==> src/rtl/serial_adder.sv <==
// Bit-serial a+b+cin: one full-adder cell, registered carry, one bit per clock.
// Latency: start accepted at edge E0 -> done strobe and sum/cout updated at E0+WIDTH.
// No backpressure: start is taken only in IDLE and is dropped while busy.
module serial_adder #(
    parameter int WIDTH = 8
) (
    input  logic             clk,
    input  logic             rst,
    input  logic             start,
    input  logic [WIDTH-1:0] a,
    input  logic [WIDTH-1:0] b,
    input  logic             cin,
    output logic             busy,
    output logic             done,
    output logic [WIDTH-1:0] sum,
    output logic             cout
);

    localparam int CW = $clog2(WIDTH) + 1;

    typedef enum logic [1:0] {
        IDLE = 2'd0,
        BUSY = 2'd1,
        DONE = 2'd2
    } state_t;

    state_t           state;
    state_t           state_n;
    logic [WIDTH-1:0] a_sh;
    logic [WIDTH-1:0] b_sh;
    logic [WIDTH-1:0] res_sh;
    logic             carry;
    logic [CW-1:0]    cnt;

    logic             fa_s;
    logic             fa_c;
    logic             last_bit;
    logic [WIDTH:0]   res_cat;
    logic [WIDTH-1:0] res_n;

    // Single full-adder cell operating on the LSBs of the operand shifters.
    always_comb begin
        fa_s     = a_sh[0] ^ b_sh[0] ^ carry;
        fa_c     = (a_sh[0] & b_sh[0]) | (a_sh[0] & carry) | (b_sh[0] & carry);
        last_bit = (cnt == CW'(WIDTH - 1));
        // Concatenate-then-drop keeps the shift legal for WIDTH == 1.
        res_cat  = {fa_s, res_sh};
        res_n    = res_cat[WIDTH:1];
    end

    always_comb begin
        state_n = state;
        case (state)
            IDLE:    if (start) state_n = BUSY;
            BUSY:    if (last_bit) state_n = DONE;
            DONE:    state_n = IDLE;
            default: state_n = IDLE;
        endcase
    end

    always_ff @(posedge clk or posedge rst) begin
        if (rst) begin
            state <= IDLE;
        end else begin
            state <= state_n;
        end
    end

    always_ff @(posedge clk or posedge rst) begin
        if (rst) begin
            a_sh   <= '0;
            b_sh   <= '0;
            res_sh <= '0;
            carry  <= 1'b0;
            cnt    <= '0;
            sum    <= '0;
            cout   <= 1'b0;
            busy   <= 1'b0;
            done   <= 1'b0;
        end else begin
            busy <= (state_n != IDLE);
            done <= (state_n == DONE);
            case (state)
                IDLE: begin
                    if (start) begin
                        a_sh  <= a;
                        b_sh  <= b;
                        carry <= cin;
                        cnt   <= '0;
                    end
                end
                BUSY: begin
                    a_sh   <= a_sh >> 1;
                    b_sh   <= b_sh >> 1;
                    res_sh <= res_n;
                    carry  <= fa_c;
                    cnt    <= cnt + CW'(1);
                    if (last_bit) begin
                        sum  <= res_n;
                        cout <= fa_c;
                    end
                end
                default: ;
            endcase
        end
    end

endmodule

==> config.mk <==
export PLATFORM = sky130hd
export DESIGN_NAME = serial_adder
export DESIGN_NICKNAME = d
export VERILOG_FILES = /design/src/rtl/serial_adder.sv
export SDC_FILE = /design/constraint.sdc
export NUM_CORES = 1
export LEC_CHECK = 0
export CELL_PAD_IN_SITES_DETAIL_PLACEMENT = 0
export CELL_PAD_IN_SITES_GLOBAL_PLACEMENT = 1
export CORE_MARGIN = 10
export CORE_UTILIZATION = 37
export DETAILED_ROUTE_END_ITERATION = 7
export PLACE_DENSITY = 0.86
export RECOVER_POWER = 25
export SYNTH_ARGS = -nofsm -noshare
export SYNTH_HDL_FRONTEND = slang
export SYNTH_SLANG_ARGS = --single-unit
==> constraint.sdc <==
create_clock -name clk -period 1.5 [get_ports clk]
set_clock_uncertainty 0.15 [all_clocks]
set_input_delay 0.3 -clock clk [delete_from_list [all_inputs] [get_ports clk]]
set_output_delay 0.3 -clock clk [all_outputs]
set_load 0.05 [all_outputs]
**Yosys cells after proc, flatten, opt, wreduce, memory -nomap -nowiden**

Cells that the tools add are included.

- Bitwise operators: 7
- Add/subtract/negate cells: 1
- Equality and inequality tests: 4
- Muxes and demuxes: 11
- Reductions and logical operators: 5

Operator list:

| cell | number |
|---|---|
| 8-bit one-hot mux with 2 select lines | 2 |
| 8-bit two-way mux | 2 |
| 4-bit one-hot mux with 2 select lines | 1 |
| 4-bit by 1-bit adder with 4-bit output (second input constant) | 1 |
| 4-bit by 3-bit equality test with 1-bit output (second input constant) | 1 |
| 2-bit two-way mux | 2 |
| 4-bit two-way mux | 1 |
| 2-bit one-hot mux with 2 select lines | 1 |
| 2-bit AND reduction | 2 |
| 2-bit nonzero test | 2 |
| 1-bit bitwise AND | 3 |
| 2-bit by 1-bit equality test with 1-bit output (second input constant) | 1 |
| 2-bit equality test (second input constant) | 1 |
| 2-bit zero test | 1 |
| 2-bit != test (second input constant) | 1 |
| 1-bit bitwise OR | 2 |
| 1-bit one-hot mux with 2 select lines | 1 |
| 1-bit XOR | 2 |
| 1-bit two-way mux | 1 |

- Bits of input ports: 20
- Register bits: 42
- Output and inout bits: 11
- Word-level logic and storage cells: 38

**Logic depth before layout (Yosys ltp)**

Gate-level depths: netlist of run 1.

- Depth after elaboration: 4
- Depth in mapped cells: 5
- Depth with buffers taken out: 4

**Least setup slack after synthesis of run 1**

OpenSTA, ideal clock, no wires.

- Kind: register -> register
- From: register cnt[0]
- To: register cout
- Setup time: 0.125 ns
- Cell stages (with the launch flop): 5
- Period minus slack after synthesis: 1.599 ns
- Setup slack: -0.099 ns
- Data required time: 1.225 ns
- Arrival: 1.324 ns
- Buffers on the path: 0
- Path through: dfrtp_1 ha_1 nand4b_1 nor2_4 mux2_2

- Word-level cells in the longest chain between the ends: 2

RTL lines:

| item | RTL line | source |
|---|---|---|
| from (decl) | 33 | `logic [CW-1:0] cnt;` |
| from (signal assigned) | 97 | `cnt <= cnt + CW'(1);` |
| 4-bit by 3-bit equality test with 1-bit output | 45 | `last_bit = (cnt == CW'(WIDTH - 1));` |
| 2-bit AND reduction (no line) | - |  |
| to (signal assigned) | 77 | `cout <= 1'b0;` |
| to (signal assigned) | 100 | `cout <= fa_c;` |
| to (decl) | 16 | `output logic cout` |

No other way between the ends.
A chain may end at the register's enable or synchronous reset.

**Worst setup path in the final report of run 1**

- From: register cnt[0]
- To: register sum[2]

- Word-level cells in the longest chain between the ends: 2

RTL lines:

| item | RTL line | source |
|---|---|---|
| 4-bit by 3-bit equality test with 1-bit output | 45 |  |
| 2-bit AND reduction (no line) | - |  |
| to (signal assigned) | 99 | `sum <= res_n;` |
| to (decl) | 15 | `output logic [WIDTH-1:0] sum,` |

No other way between the ends.

==> flow_metrics.env, run 1 <==
export IMPL_synthAdderAreaFrac=0.0193
export IMPL_synth_async_sr_flop_share=1.00
export IMPL_htree_levels=2
export IMPL_crit_arrival_ns=1.62
export IMPL_drc=0
export IMPL_drt_iter0_markers=45
export IMPL_synthCells=136
export IMPL_die_y_um=87.4
export IMPL_ant_nets=0
export IMPL_r2r_cells=5
export IMPL_yosysSeqAreaShare=0.610
export IMPL_clk_latency_ns=0.29
export IMPL_wl_um=3760
export IMPL_reg2reg_to="sum[2]"
export IMPL_cpPeakStageDelay_ns=0.36
export IMPL_setup_ws_ns=-0.0942
export IMPL_die_area_um2=7640
export IMPL_cp_required_ns=1.53
export IMPL_grt_setup_unrepaired="true"
export IMPL_r2r_setup_slack_ns=-0.09
export IMPL_layout_common_cells="41 x dfrtp_1, 19 x clkdlybuf4s50_1, 17 x nand2_1, 17 x o21ai_0"
export IMPL_avgSynthCellArea_um2=12.4
export IMPL_placedCellCount=229
export IMPL_rows=24
export IMPL_whs_ns=0.339
export IMPL_wl_per_cell_um=15.9
export IMPL_grt_pass1_wl_um=6400
export IMPL_antenna_found_initial=0
export IMPL_drv_cap=0
export IMPL_cp_start_kind="flip-flop"
export IMPL_slew_headroom=0.401
export IMPL_layout_commonest_cell="dfrtp_1"
export IMPL_status="finished with violations"
export IMPL_cts_root_buffer="clkbuf_8"
export IMPL_clock_path_buffers=2
export IMPL_cts_setup_buffers=0
export IMPL_first_pass_iters=4
export IMPL_clock_sink_count=41
export IMPL_timing_final_crit_share=1.06
export IMPL_min_path_type="reg -> reg"
export IMPL_synth_xor_area_frac=0
export IMPL_drive_gt1_frac=0.315
export IMPL_critPathSlowestCell="dfrtp_1"
export IMPL_syn_num_nets=158
export IMPL_place_congestion=0.826
export IMPL_synth_top_family_by_area="compound AO/OA/AOI/OAI gates"
export IMPL_multi_input_area_um2=617
export IMPL_core_um2=4380
export IMPL_endpoint_kind="flip-flop"
export IMPL_grt_pass1_vias=1346
export IMPL_diodes=0
export IMPL_min_to="b_sh[3]"
export IMPL_vias=1223
export IMPL_power_density_nw_per_um2=1960
export IMPL_max_freq_ghz=0.627
export IMPL_nFillCells=363
export IMPL_grt_overflow=0
export IMPL_yosys_mux_area_fraction=0.107
export IMPL_tightest_slew_ns=0.899
export IMPL_hold_path_startpoint="b_sh[3]"
export IMPL_cts_clk_slew_worst_paths_ns=0.07
export IMPL_hold_depth=2
export IMPL_path_max_fanout=10
export IMPL_cellLeakagePower_nw=1.05
export IMPL_gr_usage_all_layers=0.107
export IMPL_cts_tree="done"
export IMPL_io_pins=31
export IMPL_start_util=0.384
export IMPL_synth_warnings=0
export IMPL_synth_edf_count=0
export IMPL_setup_viol=9
export IMPL_cts_buffers=5
export IMPL_syn2layout_area_growth_pct=41.5
export IMPL_register_area_um2=1030
export IMPL_hold_viol=0
export IMPL_report_final_slew_viol_count=0
export IMPL_ys_ff_latch=41
export IMPL_portBuffers=30
export IMPL_grt_start_max_net_pins=42
export IMPL_irDropWorstVdd_mv=1.18
export IMPL_fin_cells=236
export IMPL_synth_compound_area_frac=0.150
export IMPL_dieWidth_um=87.4
export IMPL_dp_hpwl_um=2710
export IMPL_crit_type="reg -> reg"
export IMPL_synth_cell_types=24
export IMPL_synth_cell_area_um2=1680
export IMPL_ys_flop_type="dfrtp_1"
export IMPL_synth_simple_gate_area_frac=0.0774
export IMPL_final_nets=206
export IMPL_vias_per_cell=5.18
export IMPL_failed_checks="negative setup slack"
export IMPL_critical_path_cell_chain="ha_1, nand4b_1, nor2_4, buf_12, mux2_2"
export IMPL_r2r_start="cnt[0]"
export IMPL_period_minus_slack_ns=1.59
-- worst max-delay path by stage --
stage                       from       to  slack (ns)  cells after the start
final                     cnt[0]   sum[2]       -0.09                      5
after global routing      cnt[0]   sum[1]       -0.18                      5
after floorplan           cnt[0]     cout        -0.1                      4
after CTS                 cnt[0]   sum[3]       -0.12                      5
after global placement     start  b_sh[6]       -0.22                      5
after detailed placement   start  a_sh[4]       -0.30                      5
-- logic make-up (layout without fill, tap and decap cells) --
family	Yosys count	count (layout)
buf+inv	11	59
simple gates	27	27
fa+ha+maj	2	2
flops	41	41
mux	16	16
compound gates	39	39
-- cell type report --
cell class	count	area share
multi-input combinational	84	0.259
tap	52	0.0273
timing repair buffer	50	0.243
clock buffer	7	0.0363
sequential	41	0.431
inverter	2	0.00315
-- stage by stage --
step                power [mW]   util  instance area, um^2  TNS (ns)  setup WS [ns]
finish                    4.67  0.543                 2380    -0.769        -0.0942
global placement          3.85  0.520                 2280     -4.31         -0.215
detailed placement        3.96  0.520                 2280     -6.13         -0.298
global route              4.96  0.543                 2380     -1.52         -0.175
floorplan                 2.91      -                 1680    -0.891        -0.0990
CTS                       4.70  0.540                 2370     -1.03         -0.123
-- where the power goes --
part	switching, mW	total, mW	internal [mW]
Sequential	0.306	1.82	1.52
Clock	0.359	0.724	0.365
Combinational	0.990	2.12	1.13
-- routing by layer --
| layer | vias to the layer above | routed length, um | track usage |
|---|---|---|---|
| li1 | 578 | - | - |
| met1 | 604 | 1540 | 0.119 |
| met2 | 33 | 1840 | 0.163 |
| met3 | 8 | 309 | 0.0506 |
| met4 | 0 | 75 | 0.0638 |
| met5 | - | 0 | 0 |
-- cells in the mapped netlist, types with 2 or more instances --
| master | n | share of area |
|---|---|---|
| clkbuf_1 | 2 | 0.0045 |
| nand2_1 | 17 | 0.038 |
| buf_4 | 2 | 0.0089 |
| nor2_1 | 2 | 0.0045 |
| mux2_2 | 16 | 0.11 |
| buf_2 | 4 | 0.012 |
| a22oi_1 | 15 | 0.067 |
| dfrtp_1 | 41 | 0.61 |
| inv_1 | 2 | 0.0045 |
| a22o_1 | 3 | 0.016 |
| o21ai_0 | 17 | 0.051 |
| nor2b_1 | 3 | 0.011 |
-- critical path: cells and delay by family (launching register included) --
kind / cells / cell delay [ns]
adder cells (fa/ha/maj): 1 / 0.18
buffers and inverters: 1 / 0.14
flip-flops: 1 / 0.36
multiplexers: 1 / 0.33
AND/OR/NAND/NOR: 2 / 0.33
-- repair_timing --
action                                  CTS  global route
hold buffers                              0             0
resized for setup                         1             7
endpoints found under the setup margin   25            33
-- sequential cells by signal (all words and copies together) (netlist names) --
register and flops:
a_sh 8, b_sh 8, sum 8, res_sh 7, cnt 4, state 2, busy 1, carry 1
cout 1, done 1
No activity file was read; power rests on OpenSTA's default activity.
==> run 2, diff against run 1 <==
--- a/config.mk
+++ b/config.mk
@@ -5,12 +5,13 @@
 export SDC_FILE = /design/constraint.sdc
 export NUM_CORES = 1
 export LEC_CHECK = 0
+export ABC_CLOCK_PERIOD_IN_PS = 1800
 export CELL_PAD_IN_SITES_DETAIL_PLACEMENT = 0
 export CELL_PAD_IN_SITES_GLOBAL_PLACEMENT = 1
 export CORE_MARGIN = 10
-export CORE_UTILIZATION = 37
+export CORE_UTILIZATION = 41
 export DETAILED_ROUTE_END_ITERATION = 7
-export PLACE_DENSITY = 0.86
+export PLACE_DENSITY = 0.89
 export RECOVER_POWER = 25
 export SYNTH_ARGS = -nofsm -noshare
 export SYNTH_HDL_FRONTEND = slang
==> constraint.sdc (replaced) <==
create_clock -name clk -period 1.8 [get_ports clk]
set_clock_uncertainty 0.15 [all_clocks]
set_input_delay 0.36 -clock clk [delete_from_list [all_inputs] [get_ports clk]]
set_output_delay 0.36 -clock clk [all_outputs]
set_load 0.05 [all_outputs]
==> flow_metrics.env, run 2 (same netlist as run 1, synthesis figures left out) <==
export IMPL_status="finished, final reports clean"
export IMPL_grt_pass1_vias=1311
export IMPL_timing_final_crit_share=0.959
export IMPL_start_util=0.423
export IMPL_final_nets=195
export IMPL_report_final_slew_viol_count=0
export IMPL_p_total_mw=3.40
export IMPL_wl_per_cell_um=15.6
export IMPL_hold_viol=0
export IMPL_post_place_ws_ns=0.0268
export IMPL_io_pins=31
export IMPL_power_density_nw_per_um2=1600
export IMPL_rows=23
export IMPL_path_max_fanout=10
export IMPL_cts_tree="done"
export IMPL_setup_viol=0
export IMPL_endpoint_kind="flip-flop"
export IMPL_drive_gt1_frac=0.253
export IMPL_placedCellCount=214
export IMPL_setup_ws_ns=0.0745
export IMPL_cts_clk_slew_worst_paths_ns=0.07
export IMPL_min_path_type="reg -> reg"
export IMPL_die_y_um=84.0
export IMPL_critical_path_cell_chain="ha_1, nand4b_1, nor2_4, buf_12, mux2_2"
export IMPL_wl_um=3500
export IMPL_max_freq_ghz=0.580
export IMPL_dieWidth_um=84.0
export IMPL_cpPeakStageDelay_ns=0.40
export IMPL_place_congestion=0.727
export IMPL_cp_required_ns=1.82
export IMPL_drt_iter0_markers=96
export IMPL_clock_sink_count=41
export IMPL_dp_hpwl_um=2550
export IMPL_clk_latency_ns=0.29
export IMPL_portBuffers=30
export IMPL_layout_common_cells="41 x dfrtp_1, 18 x clkdlybuf4s50_1, 18 x buf_4, 17 x nand2_1, 17 x o21ai_0"
export IMPL_place_area_um2=2030
export IMPL_crit_type="reg -> reg"
export IMPL_cts_hold_buffers=0
export IMPL_cts_buffers=5
export IMPL_post_cts_resized=0
export IMPL_tightest_slew_ns=0.972
export IMPL_drv_cap=0
export IMPL_finalInstanceArea_um2=2120
export IMPL_antenna_found_initial=0
export IMPL_vias_per_cell=5.19
export IMPL_diodes=0
export IMPL_gr_usage_all_layers=0.105
export IMPL_tns_ns=0
export IMPL_cellLeakagePower_nw=0.944
export IMPL_die_area_um2=7060
export IMPL_period_minus_slack_ns=1.73
export IMPL_ant_nets=0
export IMPL_drc=0
export IMPL_irDropWorstVdd_mv=0.824
export IMPL_first_pass_iters=4
export IMPL_slew_headroom=0.352
export IMPL_clock_path_buffers=2
export IMPL_core_um2=3970
export IMPL_critPathSlowestCell="dfrtp_1"
export IMPL_vias=1163
export IMPL_fin_cells=224
export IMPL_cp_start_kind="flip-flop"
export IMPL_biggestRegsByFlops="a_sh: 8 flops, b_sh: 8 flops, sum: 8 flops"
export IMPL_htree_levels=2
export IMPL_grt_start_max_net_pins=42
export IMPL_cts_root_buffer="clkbuf_8"
export IMPL_crit_arrival_ns=1.75
export IMPL_grt_pass1_wl_um=6270
export IMPL_layout_commonest_cell="dfrtp_1"
export IMPL_grt_overflow=0
export IMPL_syn2layout_area_growth_pct=26.3
[run 2: cell types whose count changed in the layout (fill, tap and decap cells not counted), moves of 2 or more]
cell / delta
buf_4: +2
buf_12: -11
buf_6: -2
clkinv_2: +2
[run 2: where the power goes]
group	internal [mW]	switching, mW
Clock	0.268	0.292
Sequential	1.26	0.220
Combinational	0.590	0.767
Total	2.12	1.28
[run 2: area by class of cell]
cell class	instances	area (um^2)
Tap cell	50	62.6
Clock inverter	2	10.0
Fill cell	355	1850
Multi-Input combinational cell	84	594
Clock buffer	6	72.6
Timing Repair Buffer	39	350
Inverter	2	7.51
Sequential cell	41	1030
[run 2: metrics by stage]
step | hold WS (ns) | util
2_1_floorplan | 0.293 | -
3_3_place_gp | 0.315 | 0.511
3_5_place_dp | 0.324 | 0.511
4_1_cts | 0.269 | 0.537
5_1_grt | 0.361 | 0.535
6_report | 0.338 | 0.535
[run 2: metal layers]
metal,vias to the layer above,GRT usage,wire (um)
met4,0,0.0274,36
met5,-,0,0
met3,4,0.0488,273
met1,567,0.121,1560
met2,33,0.172,1630
li1,559,-,-
[run 2: worst max-delay path: cells and delay by family (launching register included)]
kind,cells,cell delay (ns)
muxes,1,0.33
adders and majority gates,1,0.21
and+or+nand+nor,2,0.39
DFF,1,0.40
buffers and inverters,1,0.13
[run 2: path summary, 6_finish.rpt]
kind | startpoint | to | slack [ns] | depth (start not counted)
worst max-delay path | cnt[1] | sum[5] | 0.07 | 5
worst min-delay path | a_sh[5] | a_sh[5] | 0.34 | 2
worst max register to register | cnt[1] | sum[5] | 0.07 | 5
worst min register to register | a_sh[5] | a_sh[5] | 0.34 | 2
max in group asynchronous | rst | a_sh[0] | 0.24 | 3
min in group asynchronous | rst | res_sh[5] | 0.66 | 3
[run 2: timing repair]
action	CTS	global route
endpoints found under the setup margin	1	8
pin swaps	1	0
setup buffers	1	1
endpoints found under the hold margin	0	0
==> run 3, diff against run 2 <==
--- a/config.mk
+++ b/config.mk
@@ -9,9 +9,11 @@
 export CELL_PAD_IN_SITES_DETAIL_PLACEMENT = 0
 export CELL_PAD_IN_SITES_GLOBAL_PLACEMENT = 1
 export CORE_MARGIN = 10
-export CORE_UTILIZATION = 41
+export CORE_UTILIZATION = 43
+export CTS_BUF_LIST = sky130_fd_sc_hd__clkbuf_4
 export DETAILED_ROUTE_END_ITERATION = 7
-export PLACE_DENSITY = 0.89
+export GPL_ROUTABILITY_DRIVEN = 0
+export PLACE_DENSITY = 0.93
 export RECOVER_POWER = 25
 export SYNTH_ARGS = -nofsm -noshare
 export SYNTH_HDL_FRONTEND = slang
==> flow_metrics.env, run 3 (same netlist as run 1, synthesis figures left out) <==
export IMPL_report_final_slew_viol_count=0
export IMPL_post_cts_resized=0
export IMPL_grt_overflow=0
export IMPL_ant_nets=0
export IMPL_layout_common_cells="41 x dfrtp_1, 19 x buf_4, 18 x clkdlybuf4s50_1, 17 x nand2_1, 17 x o21ai_0"
export IMPL_timing_final_crit_share=0.951
export IMPL_portBuffers=30
export IMPL_core_um2=3720
export IMPL_combPwrFrac=0.423
export IMPL_wl_um=3440
export IMPL_io_pins=31
export IMPL_pwr_share_seq=0.446
export IMPL_clock_sink_count=41
export IMPL_post_place_ws_ns=0.00634
export IMPL_cts_buffers=5
export IMPL_intPower_mw=2.03
export IMPL_grt_pass1_vias=1213
export IMPL_grt_setup_unrepaired="false"
export IMPL_irDropWorstVdd_mv=0.740
export IMPL_crit_arrival_ns=1.79
export IMPL_max_freq_ghz=0.584
export IMPL_htree_levels=2
export IMPL_clock_path_buffers=2
export IMPL_endpoint_kind="flip-flop"
export IMPL_final_nets=196
export IMPL_drv_cap=0
export IMPL_die_y_um=82.5
export IMPL_first_pass_iters=6
export IMPL_swShare=0.383
export IMPL_biggestRegsByFlops="a_sh: 8 flops, b_sh: 8 flops, sum: 8 flops"
export IMPL_cp_required_ns=1.88
export IMPL_cts_hold_buffers=0
export IMPL_antenna_found_initial=0
export IMPL_multi_input_area_um2=594
export IMPL_die_area_um2=6810
export IMPL_r2r_cells=5
export IMPL_grt_start_max_net_pins=42
export IMPL_cts_tree="done"
export IMPL_drive_gt1_frac=0.253
export IMPL_cts_setup_buffers=0
export IMPL_status="finished, final reports clean"
export IMPL_cpPeakStageDelay_ns=0.39
export IMPL_start_util=0.453
export IMPL_cp_start_kind="flip-flop"
export IMPL_hold_depth=2
export IMPL_min_to="a_sh[5]"
export IMPL_drc=0
export IMPL_critPathSlowestCell="dfrtp_1"
export IMPL_cts_clk_slew_worst_paths_ns=0.10
export IMPL_wl_per_cell_um=15.5
export IMPL_tightest_slew_ns=0.987
export IMPL_gr_usage_all_layers=0.111
export IMPL_period_minus_slack_ns=1.71
export IMPL_vias=1191
export IMPL_fin_util=0.564
export IMPL_nFillCells=314
export IMPL_clkPwrFrac=0.131
export IMPL_cts_root_buffer="clkbuf_4"
export IMPL_setup_ws_ns=0.0886
export IMPL_register_area_um2=1030
export IMPL_switchingPower_mw=1.26
export IMPL_hold_viol=0
export IMPL_path_max_fanout=10
export IMPL_min_path_type="reg -> reg"
export IMPL_cellLeakagePower_nw=0.933
export IMPL_r2r_setup_slack_ns=0.09
export IMPL_power_density_nw_per_um2=1570
export IMPL_critical_path_cell_chain="ha_1, nand4b_1, nor2_4, buf_12, mux2_2"
export IMPL_r2r_start="cnt[1]"
export IMPL_diodes=0
export IMPL_vias_per_cell=5.36
export IMPL_clk_latency_ns=0.34
export IMPL_tns_ns=0
export IMPL_grt_pass1_wl_um=5770
export IMPL_layout_commonest_cell="dfrtp_1"
export IMPL_rows=22
export IMPL_reg2reg_to="sum[1]"
export IMPL_hold_path_startpoint="a_sh[5]"
export IMPL_dieWidth_um=82.5
export IMPL_slew_headroom=0.342
export IMPL_dp_hpwl_um=2410
export IMPL_setup_viol=0
export IMPL_syn2layout_area_growth_pct=24.6
export IMPL_drt_iter0_markers=120
export IMPL_crit_type="reg -> reg"
## run 3: cell count changes in the layout (fill, tap and decap cells not counted), sizes merged
cell	previous run	this run
clkinv	2	1
buf	19	20
## run 3: how the worst max path moves through the flow
| stage | startpoint | to | slack, ns | cells past startpoint |
|---|---|---|---|---|
| 6_report | cnt[1] | sum[1] | 0.09 | 5 |
| 5_1_grt | cnt[1] | sum[0] | 0.01 | 5 |
| 4_1_cts | cnt[1] | sum[1] | 0.007 | 4 |
| 3_5_place_dp | start | b_sh[7] | 0.006 | 5 |
| 3_3_place_gp | start | a_sh[2] | 0.05 | 5 |
| 2_1_floorplan | cnt[0] | cout | 0.20 | 4 |
## run 3: critical path, delay by kind of cell, from the launching register on
family        cells  cell delay (ns)
flops             1             0.39
mux               1             0.33
simple gates      2             0.40
buf+inv           1             0.14
fa+ha+maj         1             0.20
## run 3: final cells by class
type                       instances  share of cell area
timing repair buffer              40               0.171
sequential                        41               0.490
clock buffer                       6              0.0215
inverter                           2             0.00358
tap                               48              0.0287
multi-input combinational         84               0.284
clock inverter                     1             0.00179
## run 3: power by group through the flow
| stage | sequential, mW | clock [mW] | combinational (mW) |
|---|---|---|---|
| 2_1_floorplan | 1.78 | 0 | 0.644 |
| 3_3_place_gp | 1.47 | 0 | 1.30 |
| 3_5_place_dp | 1.49 | 0 | 1.35 |
| 4_1_cts | 1.47 | 0.445 | 1.36 |
| 5_1_grt | 1.52 | 0.487 | 1.52 |
| 6_report | 1.47 | 0.430 | 1.39 |
## run 3: through the flow
stage	cell area, um^2	hold slack [ns]	total power [mW]	instances
floorplan	1680	0.293	2.43	136
global placement	2030	0.312	2.77	212
detailed placement	2030	0.326	2.83	212
CTS	2070	0.212	3.27	219
global route	2090	0.390	3.52	222
finish	2090	0.347	3.28	222
## run 3: layer usage
| layer | global-route usage | vias to the layer above | share of wire | routed length [um] |
|---|---|---|---|---|
| li1 | - | 557 | - | - |
| met1 | 0.131 | 588 | 0.41 | 1410 |
| met2 | 0.176 | 38 | 0.50 | 1720 |
| met3 | 0.0389 | 8 | 0.063 | 218 |
| met4 | 0.0552 | 0 | 0.025 | 85 |
| met5 | 0 | - | 0 | 0 |
==> edit: new RTL, flow settings as in run 3 <==
Set the parameter `WIDTH` to 16 (it was 8).
--- a/src/rtl/serial_adder.sv
+++ b/src/rtl/serial_adder.sv
@@ -2,7 +2,7 @@
 // Latency: start accepted at edge E0 -> done strobe and sum/cout updated at E0+WIDTH.
 // No backpressure: start is taken only in IDLE and is dropped while busy.
 module serial_adder #(
-    parameter int WIDTH = 8
+    parameter int WIDTH = 16
 ) (
     input  logic             clk,
     input  logic             rst,
Interface: changed (resized a, b and sum); port bits go from 31 to 55. The function was not compared with the original's and may differ.
==> edit against run 3 <==
- synthesized area grew 83%
- worst setup slack lost 77 ps
- total power grew 110%
- sequential share of layout area shrank 2.5 points
- first-iteration DRC count grew 25%
- cell area grew 90%
- routed wire length grew 98%
- sequential cell count grew 33
- worst hold slack lost 180 ps
- largest cell class unchanged
==> edit: results (changes against run 3) <==
- Status: completed
- Layout cells sized above 1: 30.3% (+5.1 points)
- Worst-Margin Slew: 593 ps (-393 ps)
- Final Net Count: 357 (+82%)
- Mux cell area share after synthesis: 11.7% (+1.0 points)
- Top post-synthesis cells by area: dfrtp_1 60%, mux2_2 12%, a22oi_1 7.6%
- Largest net degree at the start of global routing: 46 (+9.5%)
- Met2 WL: 3380 um (+96%)
- Largest regs: a_sh: 16 flops, b_sh: 16 flops, sum: 16 flops
- Vias in the first global route: 2,205 (+82%)
- Reg clk slew, reported paths: 130 ps (+30 ps)
- Via density: 5.18 (-3.5%)
- DR pass1 iterations: 4 (-2)
- First-pass GRT wire length: 10,900 um (+89%)
- CP arrival: 1960 ps (+170 ps)
- Peak supply drop: 0.590 mV (-20%)
- Detailed Route Iter0 Violations: 150 (+25%)
- LEAKAGE: 0.00177 uW (+90%)
- Compound-Gate Fraction of Synth Area: 15.6% (+0.61 points)
- CP delay by family, top: flip-flops
- IO buf count: 54 (+80%)
- Wire length on met1: 3010 um (+110%)
- Met2 usage: 19.2% (+1.7 points)
- Synth Area in Adders: 1.47% (-0.47 points)
- Drt wl/cell: 16.2 um (+4.7%)
- Post-Syn Nets: 289 (+83%)
- Met3 routed WL: 290 um (+33%)
- CTS buffer count: 9 (+4)
==> edit: cell families after synthesis <==
group,after synthesis
flip-flops,74
buffers and inverters,24
AND/OR/NAND/NOR,43
AO/OA/AOI/OAI,74
multiplexers,32
adder cells (fa/ha/maj),3
==> edit: final timing paths <==
| check | endpoint | slack (ps) |
|---|---|---|
| min | sum[13]$_DFFE_PP0P_ | 160 |
| max in group asynchronous | a_sh[0]$_DFFE_PP0P_ | 450 |
| min reg2reg | a_sh[2]$_DFFE_PP0P_ | 340 |
| min in group clk | a_sh[2]$_DFFE_PP0P_ | 340 |
| max | sum[15]$_DFFE_PP0P_ | 10 |
| max reg2reg | sum[15]$_DFFE_PP0P_ | 10 |
==> edit: timing repair <==
action	4_1_cts	5_1_grt
cloned	0	1
buffers inserted	1	1
gates resized for setup	2	5
hold endpoints to repair	0	0
endpoints found under the setup margin	7	17
==> edit: power by group <==
group,total (uW),switching [uW],internal (uW)
Sequential,2760,428,2330
Clock,1210,635,571
Combinational,2970,1630,1340
==> edit: area by class of cell <==
type / instances / area [um^2]
Fill cell: 581 / 2890
Sequential cell: 74 / 1850
Multi-Input combinational cell: 152 / 1110
Timing Repair Buffer: 75 / 703
Tap cell: 96 / 120
Clock inverter: 7 / 101
Clock buffer: 9 / 67.6
Inverter: 6 / 27.5
==> edit: worst reg2reg max path: cells and delay by family, from the launching register on <==
family,cells,cell delay [ps]
buf+inv,1,170
fa+ha+maj,2,360
mux,1,330
simple gates,2,280
flops,1,400
==> edit: through the flow <==
stage               std cells  cell area, um^2  setup slack, ps
floorplan                 250             3080             4.67
global placement          400             3770             51.1
detailed placement        400             3770            -23.1
CTS                       417             3950             6.61
global route              419             3980            -22.3
finish                    419             3980             11.9
